**config.mk**
```make
export PLATFORM = sky130hd
export DESIGN_NAME = cop0_unit_flat
export DESIGN_NICKNAME = d
export VERILOG_FILES = /design/src/rtl/cop0_if.sv /design/src/rtl/cop0_unit.sv /design/src/flat_wrapper.sv
export SDC_FILE = /design/constraint.sdc
export NUM_CORES = 1
export LEC_CHECK = 0
export BUFFER_PORTS_ARGS = -buffer_cell sky130_fd_sc_hd__buf_2
export CAP_MARGIN = 20
export CORE_MARGIN = 3
export CORE_UTILIZATION = 52
export DETAILED_ROUTE_END_ITERATION = 8
export MAX_ROUTING_LAYER = met4
export PLACE_DENSITY = 0.9
export SKIP_LAST_GASP = 1
export SYNTH_ARGS = -nofsm -noshare
export SYNTH_HDL_FRONTEND = slang
export SYNTH_SLANG_ARGS = --single-unit
```
**constraint.sdc**
```tcl
create_clock -name clk -period 2.37 [get_ports clk]
set_input_delay 0.1185 -clock clk [delete_from_list [all_inputs] [get_ports clk]]
set_output_delay 0.1185 -clock clk [all_outputs]
set_load 0.03 [all_outputs]
```
**src/rtl/cop0_if.sv**
```systemverilog
// cop0_if: commit-point flags, CP0 access and redirect/flush signals between pipeline and cop0_unit
interface cop0_if;
    logic        commit_valid;
    logic [31:0] commit_pc;
    logic        exc_ri;
    logic        exc_sys;
    logic        exc_ret;
    logic        exc_ov;
    logic        exc_adr;
    logic [31:0] bad_vaddr;
    logic        irq;
    logic        cowrite;
    logic [4:0]  co_addr;
    logic [31:0] co_wdata;
    logic [4:0]  co_raddr;
    logic [31:0] co_rdata;
    logic        cpu_mode;
    logic        redirect;
    logic [31:0] redirect_pc;
    logic        flush;

    modport master (
        output commit_valid, commit_pc, exc_ri, exc_sys, exc_ret, exc_ov, exc_adr, bad_vaddr,
               irq, cowrite, co_addr, co_wdata, co_raddr,
        input  co_rdata, cpu_mode, redirect, redirect_pc, flush
    );

    modport slave (
        input  commit_valid, commit_pc, exc_ri, exc_sys, exc_ret, exc_ov, exc_adr, bad_vaddr,
               irq, cowrite, co_addr, co_wdata, co_raddr,
        output co_rdata, cpu_mode, redirect, redirect_pc, flush
    );
endinterface

```
**src/rtl/cop0_unit.sv**
```systemverilog
// cop0_unit: CP0 registers plus exception/eret sequencer driving pipeline redirect and flush
module cop0_unit #(
    parameter logic [31:0] EXC_VECTOR   = 32'h8000_0180,
    parameter int unsigned FLUSH_CYCLES = 3,
    parameter logic [31:0] RESET_STATUS = 32'h0000_0002
) (
    input logic   clk,
    input logic   reset,
    cop0_if.slave bus
);
    localparam logic [3:0] FLUSH_LAST = 4'(FLUSH_CYCLES - 1);

    typedef enum logic {RUN, FLUSH} state_t;

    state_t      state;
    logic [31:0] status;
    logic [31:0] epc;
    logic [31:0] bad_vaddr_r;
    logic [4:0]  exc_code;
    logic [1:0]  sw_ip;
    logic [3:0]  cnt;
    logic        redirect_r;
    logic [31:0] redirect_pc_r;
    logic        flush_r;
    logic        go;
    logic        intr;
    logic        take_exc;
    logic        take_ret;
    logic        take_wr;
    logic [4:0]  code;
    logic [31:0] cause;

    assign go       = state == RUN && bus.commit_valid;
    assign intr     = bus.irq && status[0] && !status[1];
    assign take_exc = go && (bus.exc_adr || bus.exc_ri || bus.exc_sys || bus.exc_ov || intr);
    assign take_ret = go && !take_exc && bus.exc_ret && status[1];
    assign take_wr  = go && !take_exc && !take_ret && bus.cowrite;
    assign code     = bus.exc_adr ? 5'd4 : bus.exc_ri ? 5'd10 : bus.exc_sys ? 5'd8 :
                      bus.exc_ov ? 5'd12 : 5'd0;
    // IP2 is the live irq line, not a stored bit
    assign cause    = {21'b0, bus.irq, sw_ip, 1'b0, exc_code, 2'b0};

    assign bus.co_rdata    = bus.co_raddr == 5'd8  ? bad_vaddr_r :
                             bus.co_raddr == 5'd12 ? status :
                             bus.co_raddr == 5'd13 ? cause :
                             bus.co_raddr == 5'd14 ? epc : 32'h0;
    assign bus.cpu_mode    = status[1];
    assign bus.redirect    = redirect_r;
    assign bus.redirect_pc = redirect_pc_r;
    assign bus.flush       = flush_r;

    always_ff @(posedge clk or negedge reset) begin
        if (!reset) begin
            state         <= RUN;
            status        <= RESET_STATUS;
            epc           <= 32'h0;
            bad_vaddr_r   <= 32'h0;
            exc_code      <= 5'd0;
            sw_ip         <= 2'd0;
            cnt           <= 4'd0;
            redirect_r    <= 1'b0;
            redirect_pc_r <= 32'h0;
            flush_r       <= 1'b0;
        end else if (state == RUN) begin
            if (take_exc) begin
                exc_code      <= code;
                status[1]     <= 1'b1;
                redirect_pc_r <= EXC_VECTOR;
                if (!status[1]) epc <= bus.commit_pc;
                if (bus.exc_adr) bad_vaddr_r <= bus.bad_vaddr;
            end else if (take_ret) begin
                status[1]     <= 1'b0;
                redirect_pc_r <= epc;
            end else if (take_wr) begin
                if (bus.co_addr == 5'd12) status <= bus.co_wdata;
                if (bus.co_addr == 5'd13) sw_ip <= bus.co_wdata[9:8];
                if (bus.co_addr == 5'd14) epc <= bus.co_wdata;
            end
            if (take_exc || take_ret) begin
                state      <= FLUSH;
                redirect_r <= 1'b1;
                flush_r    <= 1'b1;
                cnt        <= FLUSH_LAST;
            end
        end else begin
            redirect_r <= 1'b0;
            if (cnt == 4'd0) begin
                state   <= RUN;
                flush_r <= 1'b0;
            end else begin
                cnt <= cnt - 4'd1;
            end
        end
    end
endmodule
```
**src/flat_wrapper.sv**
```systemverilog
// flat-port wrapper written by rule: the top's interface ports become plain ports
module cop0_unit_flat 
#(
    parameter logic [31:0] EXC_VECTOR   = 32'h8000_0180,
    parameter int unsigned FLUSH_CYCLES = 3,
    parameter logic [31:0] RESET_STATUS = 32'h0000_0002
)
  (clk, reset, bus_commit_valid, bus_commit_pc, bus_exc_ri, bus_exc_sys, bus_exc_ret, bus_exc_ov, bus_exc_adr, bus_bad_vaddr, bus_irq, bus_cowrite, bus_co_addr, bus_co_wdata, bus_co_raddr, bus_co_rdata, bus_cpu_mode, bus_redirect, bus_redirect_pc, bus_flush);
  cop0_if bus_i ();
  input logic clk;
  input logic reset;
  input wire logic [$bits(bus_i.commit_valid)-1:0] bus_commit_valid;
  input wire logic [$bits(bus_i.commit_pc)-1:0] bus_commit_pc;
  input wire logic [$bits(bus_i.exc_ri)-1:0] bus_exc_ri;
  input wire logic [$bits(bus_i.exc_sys)-1:0] bus_exc_sys;
  input wire logic [$bits(bus_i.exc_ret)-1:0] bus_exc_ret;
  input wire logic [$bits(bus_i.exc_ov)-1:0] bus_exc_ov;
  input wire logic [$bits(bus_i.exc_adr)-1:0] bus_exc_adr;
  input wire logic [$bits(bus_i.bad_vaddr)-1:0] bus_bad_vaddr;
  input wire logic [$bits(bus_i.irq)-1:0] bus_irq;
  input wire logic [$bits(bus_i.cowrite)-1:0] bus_cowrite;
  input wire logic [$bits(bus_i.co_addr)-1:0] bus_co_addr;
  input wire logic [$bits(bus_i.co_wdata)-1:0] bus_co_wdata;
  input wire logic [$bits(bus_i.co_raddr)-1:0] bus_co_raddr;
  output wire logic [$bits(bus_i.co_rdata)-1:0] bus_co_rdata;
  output wire logic [$bits(bus_i.cpu_mode)-1:0] bus_cpu_mode;
  output wire logic [$bits(bus_i.redirect)-1:0] bus_redirect;
  output wire logic [$bits(bus_i.redirect_pc)-1:0] bus_redirect_pc;
  output wire logic [$bits(bus_i.flush)-1:0] bus_flush;
  assign bus_i.commit_valid = bus_commit_valid;
  assign bus_i.commit_pc = bus_commit_pc;
  assign bus_i.exc_ri = bus_exc_ri;
  assign bus_i.exc_sys = bus_exc_sys;
  assign bus_i.exc_ret = bus_exc_ret;
  assign bus_i.exc_ov = bus_exc_ov;
  assign bus_i.exc_adr = bus_exc_adr;
  assign bus_i.bad_vaddr = bus_bad_vaddr;
  assign bus_i.irq = bus_irq;
  assign bus_i.cowrite = bus_cowrite;
  assign bus_i.co_addr = bus_co_addr;
  assign bus_i.co_wdata = bus_co_wdata;
  assign bus_i.co_raddr = bus_co_raddr;
  assign bus_co_rdata = bus_i.co_rdata;
  assign bus_cpu_mode = bus_i.cpu_mode;
  assign bus_redirect = bus_i.redirect;
  assign bus_redirect_pc = bus_i.redirect_pc;
  assign bus_flush = bus_i.flush;
  cop0_unit #(.EXC_VECTOR(EXC_VECTOR), .FLUSH_CYCLES(FLUSH_CYCLES), .RESET_STATUS(RESET_STATUS)) u_core (.clk(clk), .reset(reset), .bus(bus_i));
endmodule
```
=== Word-level counts from Yosys, hierarchy flattened ===
Cells that the tools add are included.

* Input port bits: 116
* Output and inout bits: 67
* Register bits: 142
* Word-level logic and storage cells: 88

* Add/subtract/negate cells: 1
* Bitwise operators: 3
* Muxes and demuxes: 29
* Equal/unequal tests: 11
* Reductions and logical operators: 33

{| class="wikitable"
|+ Operators with widths
! cell !! count
|-
| $mux 32 || 11
|-
| $eq 5x4->1 const B || 7
|-
| $mux 4 || 4
|-
| $mux 5 || 3
|-
| $reduce_and 5->1 || 3
|-
| $logic_and 1x1->1 || 9
|-
| $mux 1 || 9
|-
| $reduce_and 2->1 || 4
|-
| $reduce_bool 2->1 || 4
|-
| $ne 2x2->1 const B || 3
|-
| $reduce_and 3->1 || 2
|-
| $reduce_bool 3->1 || 2
|-
| $logic_or 1x1->1 || 5
|-
| $logic_not 4->1 || 1
|-
| $mux 2 || 2
|-
| $sub 4x1->4 const B || 1
|-
| $logic_not 1->1 || 3
|-
| $not 1->1 || 3
|-
| $ne 2x1->1 const B || 1
|}

=== Depth between registers and ports, before layout ===
Gate-level depths: netlist of the first run.

* Depth in word-level cells: 15
* Depth in mapped cells: 7
* Mapped depth without buffers: 6

=== Least setup slack after synthesis of the first run ===
Ideal clock, no wire load.

* Kind: register -> register
* From: reg u_core.status[1]
* To: reg u_core.status[0]
* Slack: 125 ps
* Data arrival time: 2,120 ps
* Clock period less this slack: 2,245 ps
* Path buffers: 1
* Cell stages (with the launch flop): 6
* Setup time: 125 ps
* Cell sequence: dfstp_2 and3b_1 or3_4 nor4_2 buf_2 mux2_2

* Cells in the longest elaborated chain, start to end: 12

{| class="wikitable"
|+ RTL lines
! what !! line !! source
|-
| from (decl) || cop0_unit.sv:16 || <nowiki>logic [31:0] status;</nowiki>
|-
| from (signal assigned) || cop0_unit.sv:75 || <nowiki>if (bus.co_addr == 5'd12) status <= bus.co_wdata;</nowiki>
|-
| $logic_not 1->1 || cop0_unit.sv:34 || <nowiki>assign intr = bus.irq && status[0] && !status[1];</nowiki>
|-
| $logic_and 1x1->1 || cop0_unit.sv:34 ||
|-
| $logic_or 1x1->1 || cop0_unit.sv:35 || <nowiki>assign take_exc = go && (bus.exc_adr || bus.exc_ri || bus.exc_sys || bus.exc_ov || intr);</nowiki>
|-
| $logic_and 1x1->1 || cop0_unit.sv:35 ||
|-
| $logic_not 1->1 || cop0_unit.sv:36, cop0_unit.sv:37 ||
|-
| $logic_and 1x1->1 || cop0_unit.sv:36, cop0_unit.sv:37 ||
|-
| $logic_and 1x1->1 (2 in series) || cop0_unit.sv:36 || <nowiki>assign take_ret = go && !take_exc && bus.exc_ret && status[1];</nowiki>
|-
| $logic_not 1->1 || cop0_unit.sv:37 || <nowiki>assign take_wr = go && !take_exc && !take_ret && bus.cowrite;</nowiki>
|-
| $logic_and 1x1->1 (2 in series) || cop0_unit.sv:37 ||
|-
| $reduce_and 5->1 (no source line) (*) || - ||
|}

Every way passes the cells marked *; elsewhere a longest branch is shown, timed or not.
A chain may end at the register's enable or synchronous reset.

=== Worst setup path in the final report of the first run ===
* From: reg u_core.status[1]
* To: reg u_core.epc[14]

* Cells in the longest elaborated chain, start to end: 13

{| class="wikitable"
|+ RTL lines
! what !! line !! source
|-
| $logic_not 1->1 || cop0_unit.sv:34 ||
|-
| $logic_and 1x1->1 || cop0_unit.sv:34 ||
|-
| $logic_or 1x1->1 || cop0_unit.sv:35 ||
|-
| $logic_and 1x1->1 || cop0_unit.sv:35 ||
|-
| $logic_not 1->1 || cop0_unit.sv:36, cop0_unit.sv:37 ||
|-
| $logic_and 1x1->1 || cop0_unit.sv:36, cop0_unit.sv:37 ||
|-
| $logic_and 1x1->1 (2 in series) || cop0_unit.sv:36 ||
|-
| $logic_not 1->1 || cop0_unit.sv:37 ||
|-
| $logic_and 1x1->1 (2 in series) || cop0_unit.sv:37 ||
|-
| $reduce_bool 2->1 (no source line) || - ||
|-
| $reduce_and 5->1 (no source line) || - ||
|-
| to (signal assigned) || cop0_unit.sv:69 || <nowiki>if (!status[1]) epc <= bus.commit_pc;</nowiki>
|-
| to (signal assigned) || cop0_unit.sv:77 || <nowiki>if (bus.co_addr == 5'd14) epc <= bus.co_wdata;</nowiki>
|-
| to (decl) || cop0_unit.sv:17 || <nowiki>logic [31:0] epc;</nowiki>
|}

Several ways; a longest one is shown, not always the timed one.

==> results.yml, run 1 <==
layout:
  nets: 968
  layout-drive-gt1-share: 0.397
  design_area_um2: 8850
  syn_to_final_growth_pct: 38.4
power_and_ir_drop:
  p_comb_frac: 0.292
  switchingPower_w: 0.00331
  power_density_nw_per_um2: 1070
  power_frac_seq: 0.424
  cellInternalPower_w: 0.00614
  p_total_w: 0.00944
  switching_share: 0.350
  p_clk_frac: 0.284
  ir_drop_mv: 0.831
  leakagePower_nw: 4.32
critical_path:
  worstSetupStartpointType: "flip-flop"
  crit_slowest_cell: "dfstp_2"
  path_cells: "and3b_1 > or3_4 > or3_1 > buf_4 > o221a_2"
  cp_max_fo: 18
  critPathKind: "flip-flop to flip-flop"
  critical_path_arrival_ps: 2590
  required_ps: 2670
  worstSetupEndpointType: "flip-flop"
  max_stage_delay_ps: 580
sta:
  setup_viol: 0
  whs_ps: 9.91
  fmax_mhz: 438
  timing.final.crit_period_ps: 2290
  rsz0062_at_grt: "no"
  slew_violations: 0
  slew_headroom: 0.543
  fin_skew_ps: 8.74
  layout_setup_ws_ps: 84.7
  min_period_over_period: 0.964
  worst_slew_pin_slew_ps: 685
  hold_violations: 0
  fin_tns_setup_ps: 0
yosys:
  yosysTopAreaCell: "dfrtp_1"
  syn_area_per_cell_um2: 10.7
  ys_ff_latch: 140
  synth_cell_type_count: 43
  synth_edf_count: 0
  synth_top_area_frac: 0.544
  synth_flop_cell: "dfrtp_1"
  synth_most_common_cell: "dfrtp_1"
  yosys-top-cells-area: "dfrtp_1 54%, mux2_2 11%, nand2_1 5.6%, o221a_1 5.3%, or2_2 3.1%"
  ys_seq_area_frac: 0.548
  synthesis.nets: 717
  synthArstFlopShare: 1.00
  yosys_warnings: 0
  synthCells: 599
  synth_common_cells: "139 x dfrtp_1, 95 x nand2_1, 64 x mux2_2, 41 x nor2_1, 33 x o21ai_0"
  synth_area_um2: 6400
status:
  status: "finished, final reports clean"
hold_path:
  hold_class: "input port to flip-flop"
clock_tree:
  cts_root_buf: "clkbuf_16"
  clkSlewWorstSetupHoldPaths_ps: 60
  clock_sinks: 140
  cts_tree: "yes"
  cts_htree_levels: 4
  cts_buffer_depth: 2
  cts_setup_buffers: 0
  clkLatencyLatePin_ps: 420
  ctsResizeCount: 0
  cts_buffers: 17
drt:
  num_vias: 5956
  ant_nets: 0
  first_pass_iters: 7
  drtIter0Drc: 729
  drc_errors: 0
  routedWlPerCell_um: 20.6
  vias_per_cell: 5.90
  wl_um: 20800
global_route:
  grt_use_total: 0.323
  grt_pass1_wl_um: 32200
  grt_pass1_vias: 6155
  grt_overflow: 0
  grt_max_degree: 71
  antenna_found_initial: 3
placed_design:
  pre_cts_ws_ps: 121
  io_buffers: 182
  place_hpwl_um: 12600
  gp_congestion: 0.937
  placed_area_um2: 7590
die:
  rows: 39
  fp.dieArea_um2: 13700
  die_w_um: 117
  core-area_um2: 11700
  start_util: 0.546
  die_h_um: 117
  io_pins: 183
job:
  drv_cap: 0
[power by group through the flow]
stage / Sequential, W / Clock, W / Combinational [W]
2_1_floorplan: 0.00438 / 0 / 0.00122
6_report: 0.00400 / 0.00269 / 0.00276
3_5_place_dp: 0.00396 / 0 / 0.00263
3_3_place_gp: 0.00393 / 0 / 0.00253
4_1_cts: 0.00395 / 0.00270 / 0.00273
5_1_grt: 0.00408 / 0.00281 / 0.00300
[worst paths after layout]
| kind | start | slack [ps] | endpoint | depth (start not counted) |
|---|---|---|---|---|
| max | u_core.status[1]$_DFFE_PN1P_ | 80 | u_core.epc[14]$_DFFE_PN0P_ | 5 |
| min | bus_exc_ov | 10 | u_core.exc_code[2]$_DFFE_PN0P_ | 3 |
| max reg2reg | u_core.status[1]$_DFFE_PN1P_ | 80 | u_core.epc[14]$_DFFE_PN0P_ | 5 |
| min reg2reg | u_core.bus.redirect_pc[9]$_DFFE_PN0P_ | 460 | u_core.bus.redirect_pc[9]$_DFFE_PN0P_ | 2 |
| max in group asynchronous | reset | 1330 | u_core.epc[27]$_DFFE_PN0P_ | 3 |
| min in group asynchronous | reset | 280 | u_core.status[2]$_DFFE_PN0P_ | 2 |
[cell type report]
class                           count  area, µm²
Sequential cell                   140       3500
Fill cell                         710       2860
Multi-Input combinational cell    409       2740
Timing Repair Buffer              273       1800
Clock buffer                       24        472
Tap cell                          143        179
Clock inverter                      8        115
Inverter                            9       33.8
Antenna cell                        3       7.51
[metal layers]
layer / up-vias / track usage / routed length, µm / share of wire
li1: 2626 / - / - / -
met1: 2863 / 0.380 / 7890 / 0.38
met2: 378 / 0.519 / 10300 / 0.50
met3: 89 / 0.0776 / 1680 / 0.081
met4: 0 / 0.167 / 886 / 0.043
met5: - / - / 0 / 0
[state kept, by name, summed over array words and instances, names as in the netlist]
signal,count
u_core.cnt,4
u_core.bad_vaddr_r,32
u_core.epc,32
u_core.state,1
u_core.exc_code,3
u_core.bus.redirect_pc,32
u_core.sw_ip,2
u_core.status,32
u_core.bus.flush,1
u_core.bus.redirect,1
[stage by stage]
| step | utilization | instances |
|---|---|---|
| after floorplan | - | 599 |
| after global placement | 0.649 | 908 |
| after detailed placement | 0.649 | 908 |
| after CTS | 0.755 | 1006 |
| after global routing | 0.756 | 1009 |
| final | 0.756 | 1009 |
[kinds of logic after synthesis]
logic type | share of synthesized area
multiplexers | 0.114
AO/OA/AOI/OAI | 0.132
XOR/XNOR | 0.00274
AND/OR/NAND/NOR | 0.165
buffers and inverters | 0.0342
flip-flops | 0.548
adder cells (fa/ha/maj) | 0.00391
[critical path, delay by kind of cell (launching register included)]
kind / cells / cell delay, ps
flip-flops: 1 / 580
buffers and inverters: 1 / 230
AO/OA/AOI/OAI: 1 / 280
AND/OR/NAND/NOR: 3 / 1070
[what timing repair did]
action	in CTS	in global routing
hold buffers	66	0
hold endpoints to repair	148	0
setup endpoints to repair	0	0
[cells in the final DEF, fill, tap and decap left out, drive strengths merged, types with 5 or more instances in the layout]
cell         instances
inv                  9
buf                207
a221oi               6
nand2               95
o21ai               33
nand3               32
dfrtp              139
mux2                65
clkbuf              24
dlygate4sd3         66
o221a               32
o22ai                6
a21oi               28
clkinv               5
or2                 32
nor2                41
No activity file was read; power rests on OpenSTA's default activity.
==> run 2, diff against run 1 <==
--- a/config.mk
+++ b/config.mk
@@ -8,10 +8,10 @@
 export BUFFER_PORTS_ARGS = -buffer_cell sky130_fd_sc_hd__buf_2
 export CAP_MARGIN = 20
 export CORE_MARGIN = 3
-export CORE_UTILIZATION = 52
+export CORE_UTILIZATION = 50
 export DETAILED_ROUTE_END_ITERATION = 8
 export MAX_ROUTING_LAYER = met4
-export PLACE_DENSITY = 0.9
+export PLACE_DENSITY = 0.87
 export SKIP_LAST_GASP = 1
 export SYNTH_ARGS = -nofsm -noshare
 export SYNTH_HDL_FRONTEND = slang
==> results.yml, run 2 (synthesis gave the netlist of run 1 again) <==
placed_design:
  gp_congestion: 0.845
  place_hpwl_um: 12900
  pre_cts_ws_ps: 114
  io_buffers: 182
clock_tree:
  cts_htree_levels: 4
  clkLatencyLatePin_ps: 410
  cts_tree: "yes"
  clock_sinks: 140
  cts_buffer_depth: 2
  cts_buffers: 17
  cts_root_buf: "clkbuf_16"
  clkSlewWorstSetupHoldPaths_ps: 60
die:
  fp.dieArea_um2: 14200
  core-area_um2: 12300
  die_h_um: 119
  io_pins: 183
  start_util: 0.522
  rows: 40
  die_w_um: 119
drt:
  first_pass_iters: 5
  drtIter0Drc: 530
  drc_errors: 0
  wl_um: 20200
  ant_nets: 0
  vias_per_cell: 5.71
  routedWlPerCell_um: 19.6
  num_vias: 5887
sta:
  fin_skew_ps: 5.42
  slew_headroom: 0.456
  setup_viol: 0
  slew_violations: 0
  rsz0062_at_grt: "no"
  worst_slew_pin_slew_ps: 816
  layout_setup_ws_ps: 56.7
  fmax_mhz: 432
  timing.final.crit_period_ps: 2310
  fin_tns_setup_ps: 0
  hold_violations: 0
  min_period_over_period: 0.976
critical_path:
  rrSetupSlack_ps: 60
  path_cells: "and3b_1 > or3_4 > or3_1 > buf_4 > o221a_2"
  cp_max_fo: 18
  r2r_end: "u_core.epc[14]$_DFFE_PN0P_"
  critPathKind: "flip-flop to flip-flop"
  crit_end: "u_core.epc[14]$_DFFE_PN0P_"
  worstSetupStartpointType: "flip-flop"
  max_stage_delay_ps: 590
  required_ps: 2670
  worstReg2RegStart: "u_core.status[1]$_DFFE_PN1P_"
  path_depth: 5
  crit_family: "simple AND/OR/NAND/NOR gates"
  worstSetupEndpointType: "flip-flop"
  ff2ff_path_depth: 5
  critical_path_arrival_ps: 2610
  critPathBufInv: 1
  crit_start: "u_core.status[1]$_DFFE_PN1P_"
  crit_slowest_cell: "dfstp_2"
status:
  status: "finished, final reports clean"
layout:
  nets: 967
  layout-drive-gt1-share: 0.398
  most-common-layout-cells: "181 x buf_2, 139 x dfrtp_1, 95 x nand2_1, 64 x mux2_2, 64 x dlygate4sd3_1"
  syn_to_final_growth_pct: 39.6
  final_common_cell: "buf_2"
  num-fill-cells: 821
global_route:
  grt_max_degree: 65
  antenna_found_initial: 1
  grt_overflow: 0
  grt_pass1_wl_um: 32200
  grt_pass1_vias: 6281
  grt_use_total: 0.298
power_and_ir_drop:
  power_density_nw_per_um2: 1080
  ir_drop_mv: 0.891
  leakagePower_nw: 4.34
hold_path:
  hold_class: "input port to flip-flop"
job:
  drv_cap: 0
==> run 2: metrics by stage <==
step	cells	hold WS [ps]	total power (W)	util	instance area [µm²]
6_report	1031	19.6	0.00961	0.728	8930
2_1_floorplan	599	-177	0.00559	-	6400
3_5_place_dp	934	62.4	0.00659	0.624	7650
5_1_grt	1031	6.09	0.0101	0.728	8930
3_3_place_gp	934	60.9	0.00648	0.624	7650
4_1_cts	1030	0.950	0.00958	0.728	8920
==> run 2: what timing repair did <==
item / in CTS / in global routing
resized for setup: 0 / 1
setup buffers: 0 / 0
hold buffers: 64 / 0
endpoints found under the hold margin: 111 / 0
endpoints found under the setup margin: 0 / 3
==> run 2: how the worst min path moves through the flow <==
| stage | startpoint | endpoint | slack, ps | depth (start not counted) |
|---|---|---|---|---|
| 5_1_grt | bus_co_wdata[0] | u_core.status[0]$_DFFE_PN0P_ | 6 | 2 |
| 3_5_place_dp | reset | u_core.bus.redirect_pc[0]$_DFFE_PN0P_ | 60 | 1 |
| 4_1_cts | bus_co_wdata[0] | u_core.status[0]$_DFFE_PN0P_ | 0.9 | 2 |
| 3_3_place_gp | reset | u_core.bus.redirect_pc[29]$_DFFE_PN0P_ | 60 | 1 |
| 6_report | bus_co_wdata[0] | u_core.status[0]$_DFFE_PN0P_ | 20 | 2 |
| 2_1_floorplan | reset | u_core.bad_vaddr_r[0]$_DFFE_PN0P_ | -180 | 0 |
==> run 2: area by class of cell <==
type	count	area, µm²	share of cell area
inverter	9	33.8	0.00378
antenna	1	2.50	0.000280
tap	168	210	0.0235
clock buffer	25	475	0.0533
clock inverter	7	160	0.0179
timing repair buffer	272	1810	0.202
sequential	140	3500	0.393
multi-input combinational	409	2740	0.306
==> run 2: where the power goes <==
group	switching [W]	internal (W)
sequential	0.000675	0.00332
combinational	0.00161	0.00112
clock	0.000960	0.00192
==> run 2: per-layer routing <==
metal / wire [µm] / up-vias / global-route usage
met5: 0 / - / -
met4: 563 / 0 / 0.127
met3: 1470 / 54 / 0.0655
met2: 10300 / 314 / 0.498
met1: 7880 / 2896 / 0.350
li1: - / 2623 / -
